File: config.mk
export PLATFORM = sky130hd
export DESIGN_NAME = vend_ctrl
export DESIGN_NICKNAME = d
export VERILOG_FILES = /design/src/rtl/vend_pkg.sv /design/src/rtl/vend_tick_counter.sv /design/src/rtl/vend_ctrl.sv
export SDC_FILE = /design/constraint.sdc
export NUM_CORES = 1
export LEC_CHECK = 0
export ABC_AREA = 1
export CORE_ASPECT_RATIO = 1.5
export CORE_UTILIZATION = 54
export DETAILED_ROUTE_END_ITERATION = 8
export PLACE_DENSITY = 0.86
export SLEW_MARGIN = 20
export SYNTH_ARGS = -nofsm -noshare
export SYNTH_HDL_FRONTEND = slang
export SYNTH_SLANG_ARGS = --single-unit
File: constraint.sdc
create_clock -name clk_in -period 3 [get_ports clk_in]
set_input_delay 0.45 -clock clk_in [delete_from_list [all_inputs] [get_ports clk_in]]
set_output_delay 0.45 -clock clk_in [all_outputs]
set_load 0.02 [all_outputs]
File: src/rtl/vend_pkg.sv
// Shared types and constants for the coin-accepting vending controller.
package vend_pkg;

  typedef enum logic [2:0] {
    IDLE     = 3'd0,
    ACCUM    = 3'd1,
    DISPENSE = 3'd2,
    CHANGE   = 3'd3,
    REFUND   = 3'd4
  } state_t;

  localparam int COIN5_STEPS  = 1;
  localparam int COIN10_STEPS = 2;

endpackage

File: src/rtl/vend_tick_counter.sv
// Counts divided-rate ticks while enabled; tc flags the tick that completes PULSE_TICKS.
module vend_tick_counter #(
  parameter int PULSE_TICKS = 4
) (
  input  logic clk_in,
  input  logic rst,
  input  logic clr,
  input  logic en,
  output logic tc
);

  localparam int CNT_W = $clog2(PULSE_TICKS + 1);

  logic [CNT_W-1:0] cnt;

  // tc is combinational so the FSM can leave on the same edge that takes the last tick
  assign tc = en && (cnt == CNT_W'(PULSE_TICKS - 1));

  always_ff @(posedge clk_in or posedge rst) begin
    if (rst) begin
      cnt <= '0;
    end else if (clr) begin
      cnt <= '0;
    end else if (en) begin
      cnt <= cnt + 1'b1;
    end
  end

endmodule

File: src/rtl/vend_ctrl.sv
// Vending controller: coin credit, dispense pacing and change/refund payout.
// Define VEND_CHANGE_EN to pay out the post-dispense remainder; otherwise it stays as credit.
module vend_ctrl
  import vend_pkg::*;
#(
  parameter int PRICE       = 3,
  parameter int CREDIT_W    = 4,
  parameter int PULSE_TICKS = 4
) (
  input  logic                clk_in,
  input  logic                rst,
  input  logic                tick_in,
  input  logic                coin5,
  input  logic                coin10,
  input  logic                cancel,
  output logic [CREDIT_W-1:0] credit,
  output logic                dispense,
  output logic                change5,
  output logic                coin_reject,
  output logic                busy
);

  localparam int SUM_W = CREDIT_W + 1;
  localparam logic [SUM_W-1:0] MAX_CREDIT = {1'b0, {CREDIT_W{1'b1}}};
  localparam logic [SUM_W-1:0] PRICE_S    = SUM_W'(PRICE);

  state_t              state, state_d;
  logic [CREDIT_W-1:0] credit_d;
  logic                change5_d, reject_d;
  logic [1:0]          coin_val;
  logic [SUM_W-1:0]    sum;
  logic                coin_any, coin_fit;
  logic                cnt_clr, cnt_en, tc;

  assign coin_val = (coin5  ? 2'(COIN5_STEPS)  : 2'd0)
                  + (coin10 ? 2'(COIN10_STEPS) : 2'd0);
  assign sum      = {1'b0, credit} + SUM_W'(coin_val);
  assign coin_any = (coin_val != 2'd0);
  assign coin_fit = (sum <= MAX_CREDIT);

  // Holding the counter clear outside DISPENSE guarantees a fresh count on every entry
  assign cnt_clr = (state != DISPENSE);
  assign cnt_en  = tick_in && (state == DISPENSE);

  vend_tick_counter #(
    .PULSE_TICKS(PULSE_TICKS)
  ) u_tick_counter (
    .clk_in (clk_in),
    .rst    (rst),
    .clr    (cnt_clr),
    .en     (cnt_en),
    .tc     (tc)
  );

  always_comb begin
    state_d   = state;
    credit_d  = credit;
    change5_d = 1'b0;
    reject_d  = 1'b0;
    case (state)
      IDLE, ACCUM: begin
        if (coin_any && !coin_fit) begin
          reject_d = 1'b1;
        end else if (coin_any) begin
          if (sum >= PRICE_S) begin
            state_d  = DISPENSE;
            credit_d = CREDIT_W'(sum - PRICE_S);
          end else begin
            state_d  = ACCUM;
            credit_d = CREDIT_W'(sum);
          end
        end
        // A coin that completes the price takes priority over a same-cycle cancel
        if ((state == ACCUM) && cancel && (state_d != DISPENSE)) begin
          state_d = REFUND;
        end
      end
      DISPENSE: begin
        reject_d = coin_any;
        if (tc) begin
          if (credit != '0) begin
`ifdef VEND_CHANGE_EN
            state_d = CHANGE;
`else
            state_d = ACCUM;
`endif
          end else begin
            state_d = IDLE;
          end
        end
      end
      CHANGE, REFUND: begin
        reject_d = coin_any;
        if (credit == '0) begin
          state_d = IDLE;
        end else if (tick_in) begin
          change5_d = 1'b1;
          credit_d  = credit - 1'b1;
          if (credit == CREDIT_W'(1)) begin
            state_d = IDLE;
          end
        end
      end
      default: begin
        state_d = IDLE;
      end
    endcase
  end

  always_ff @(posedge clk_in or posedge rst) begin
    if (rst) begin
      state       <= IDLE;
      credit      <= '0;
      change5     <= 1'b0;
      coin_reject <= 1'b0;
      dispense    <= 1'b0;
      busy        <= 1'b0;
    end else begin
      state       <= state_d;
      credit      <= credit_d;
      change5     <= change5_d;
      coin_reject <= reject_d;
      dispense    <= (state_d == DISPENSE);
      busy        <= (state_d == DISPENSE) || (state_d == CHANGE) || (state_d == REFUND);
    end
  end

endmodule

==> results_dict.tcl <==
set metrics [dict create \
    status "finished, final reports clean" \
    period_needed_ps 2570 \
    clock_skew_ps 6.31 \
    synth_edf_count 0 \
    dp_cells 178 \
    path_clk_slew_ps 80 \
    rows 19 \
    antenna_cells 0 \
    syn_nets 159 \
    synth-main-ff-cell "dfrtp_1" \
    fin_area_mm2 0.00126 \
    via_per_inst 5.35 \
    grtUsageTotal 0.238 \
    num-nets-final 176 \
    hold_class "flop to flop" \
    dp_hpwl_um 1750 \
    slowest_delay_ps 560 \
    cpLargestDelayFamily "adder cells" \
    grt_max_degree 15 \
    worstPathMaxFanout 4 \
    routed_wirelength_um 2130 \
    vias 968 \
    yosys.area.top_type "dfrtp_1" \
    drc 0 \
    grt_setup_unrepaired "no" \
    yosysSeqAreaShare 0.319 \
    power-per-cell-area_mw_per_mm2 1190 \
    postSynthCellCount 145 \
    wl_per_cell_um 11.8 \
    synth_seq_cells 14 \
    drv_cap 0 \
    period_share 0.855 \
    antenna_left 0 \
    irDropWorstVdd_mv 0.664 \
    syn_to_final_growth_pct 15.3 \
    dieArea_mm2 0.00222 \
    yosysMostFrequentCell "nand2_1" \
    yosysWarningCount 0 \
    grt_pass1_vias 949 \
    place_area_mm2 0.00124 \
    path_cells "clkdlybuf4s50_1, ha_1, fa_1, ha_1, inv_1, nand3_1, nor2_2, nand2_2, nand3_2, nor2_2, o21ai_1, or2_1" \
    clkSinkCount 14 \
    cts_hold_buf 0 \
    worst_pin_slew_ps 516 \
    postCtsResizedCells 0 \
    grt_pass1_wl_um 3700 \
    setup_viol 0 \
    worst_ep_required_time_ps 3170 \
    avgSynthCellArea_um2 7.57 \
    synth_top_area_frac 0.319 \
    post_cts_buffers 0 \
    cts_tree "yes" \
    yosys-top-cells-count "30 x nand2_1, 17 x inv_1, 17 x nand3_1" \
    ios 14 \
    start_util 0.584 \
    leakage_nw 0.637 \
    finalHoldViolations 0 \
    port_buffers 13 \
    final-instance-count-excl-fill 181 \
    start_kind "input pin" \
    crit_type "input pin to flop" \
    cts_buffers 3 \
    worst_setup_path_end_kind "flop" \
    dieHeight_um 57.2 \
    cts-root-buf "clkbuf_4" \
    clock_path_buffers 2 \
    htree_levels 1 \
    crit_slowest_cell "fa_1" \
    worst_skew_pair.late_latency_ps 280 \
    gr-total-overflow 0 \
    fp.dieW_um 38.8 \
    cp_num_buf_inv 2 \
    core-area_mm2 0.00188 \
    maxClockFrequency_mhz 390 \
    dr.pass1.iters 4 \
    arrival_ps 2740 \
    gp_congestion 0.903 \
    slew_headroom 0.655 \
    drt_iter0_drc 16 \
    drive_gt1_frac 0.200 \
    ys_types 25 \
    synth_area_mm2 0.00110 \
    synthTopCellsByArea "dfrtp_1 32%, nand2_1 10%, ha_1 8.0%" \
    synthArstFlopShare 1.00 \
    fin_tns_setup_ps 0 \
    antenna_found_initial 0 \
    drv_slew 0 \
]
cell type report:
type	count	area (µm²)
Tap cell	21	26.3
Timing Repair Buffer	13	130
Multi-Input combinational cell	107	647
Sequential cell	14	350
Inverter	23	88.8
Fill cell	169	613
Clock buffer	3	22.5
power breakdown:
part           total (mW)  internal (mW)  switching [mW]
Combinational        1.04          0.407           0.633
Clock               0.101         0.0466          0.0543
Sequential          0.366          0.273          0.0924
Total                1.51          0.727           0.779
logic make-up (layout without fill, tap and decap cells):
| logic type | count (synthesis) | in the layout | synth area share |
|---|---|---|---|
| flops | 14 | 14 | 0.319 |
| simple gates | 86 | 86 | 0.424 |
| fa+ha+maj | 8 | 8 | 0.0981 |
| xor+xnor | 2 | 2 | 0.0160 |
| compound gates | 11 | 11 | 0.0513 |
| buf+inv | 24 | 39 | 0.0912 |
per-layer routing:
| layer | up-vias | global-route usage | routed length [µm] |
|---|---|---|---|
| met5 | - | 0 | 0 |
| met4 | 0 | 0.172 | 51 |
| met3 | 4 | 0.0117 | 33 |
| met2 | 14 | 0.402 | 1140 |
| met1 | 449 | 0.267 | 897 |
| li1 | 501 | - | - |
path summary, 6_finish.rpt:
path | start | to | slack (ps) | cells past startpoint
setup / recovery | coin5 | busy | 430 | 12
hold / removal | u_tick_counter.cnt[0] | u_tick_counter.cnt[0] | 490 | 1
setup reg to reg | credit[0] | busy | 580 | 11
hold reg to reg | u_tick_counter.cnt[0] | u_tick_counter.cnt[0] | 490 | 1
max in group asynchronous | rst | u_tick_counter.cnt[2] | 2160 | 2
min in group asynchronous | rst | state[2] | 500 | 2
cell usage in the layout, fill, tap and decap left out, types with 3 or more instances in the layout:
master            n
nand3_2           4
clkbuf_4          3
inv_1            17
nand4_1           5
nand2_2           9
nor2_2            4
nand3_1          17
o21ai_0           5
clkdlybuf4s50_1  13
dfrtp_1          14
ha_1              7
nor2_1           10
nand2_1          30
inv_2             5
a21oi_1           3
flip-flops by register name, indices dropped and copies added (netlist names):
signal and cells:
busy 1, u_tick_counter.cnt 3, credit 4, state 3, coin_reject 1, dispense 1, change5 1
per-stage QoR:
step	total power, mW	worst slack, ps	hold WS, ps	utilization
6_report	1.51	434	490	0.674
4_1_cts	1.52	443	496	0.674
2_1_floorplan	1.16	687	339	-
3_5_place_dp	1.41	144	486	0.662
3_3_place_gp	1.38	229	471	0.662
5_1_grt	1.66	257	517	0.674
Note: power is estimated with default switching activity, not from simulation.
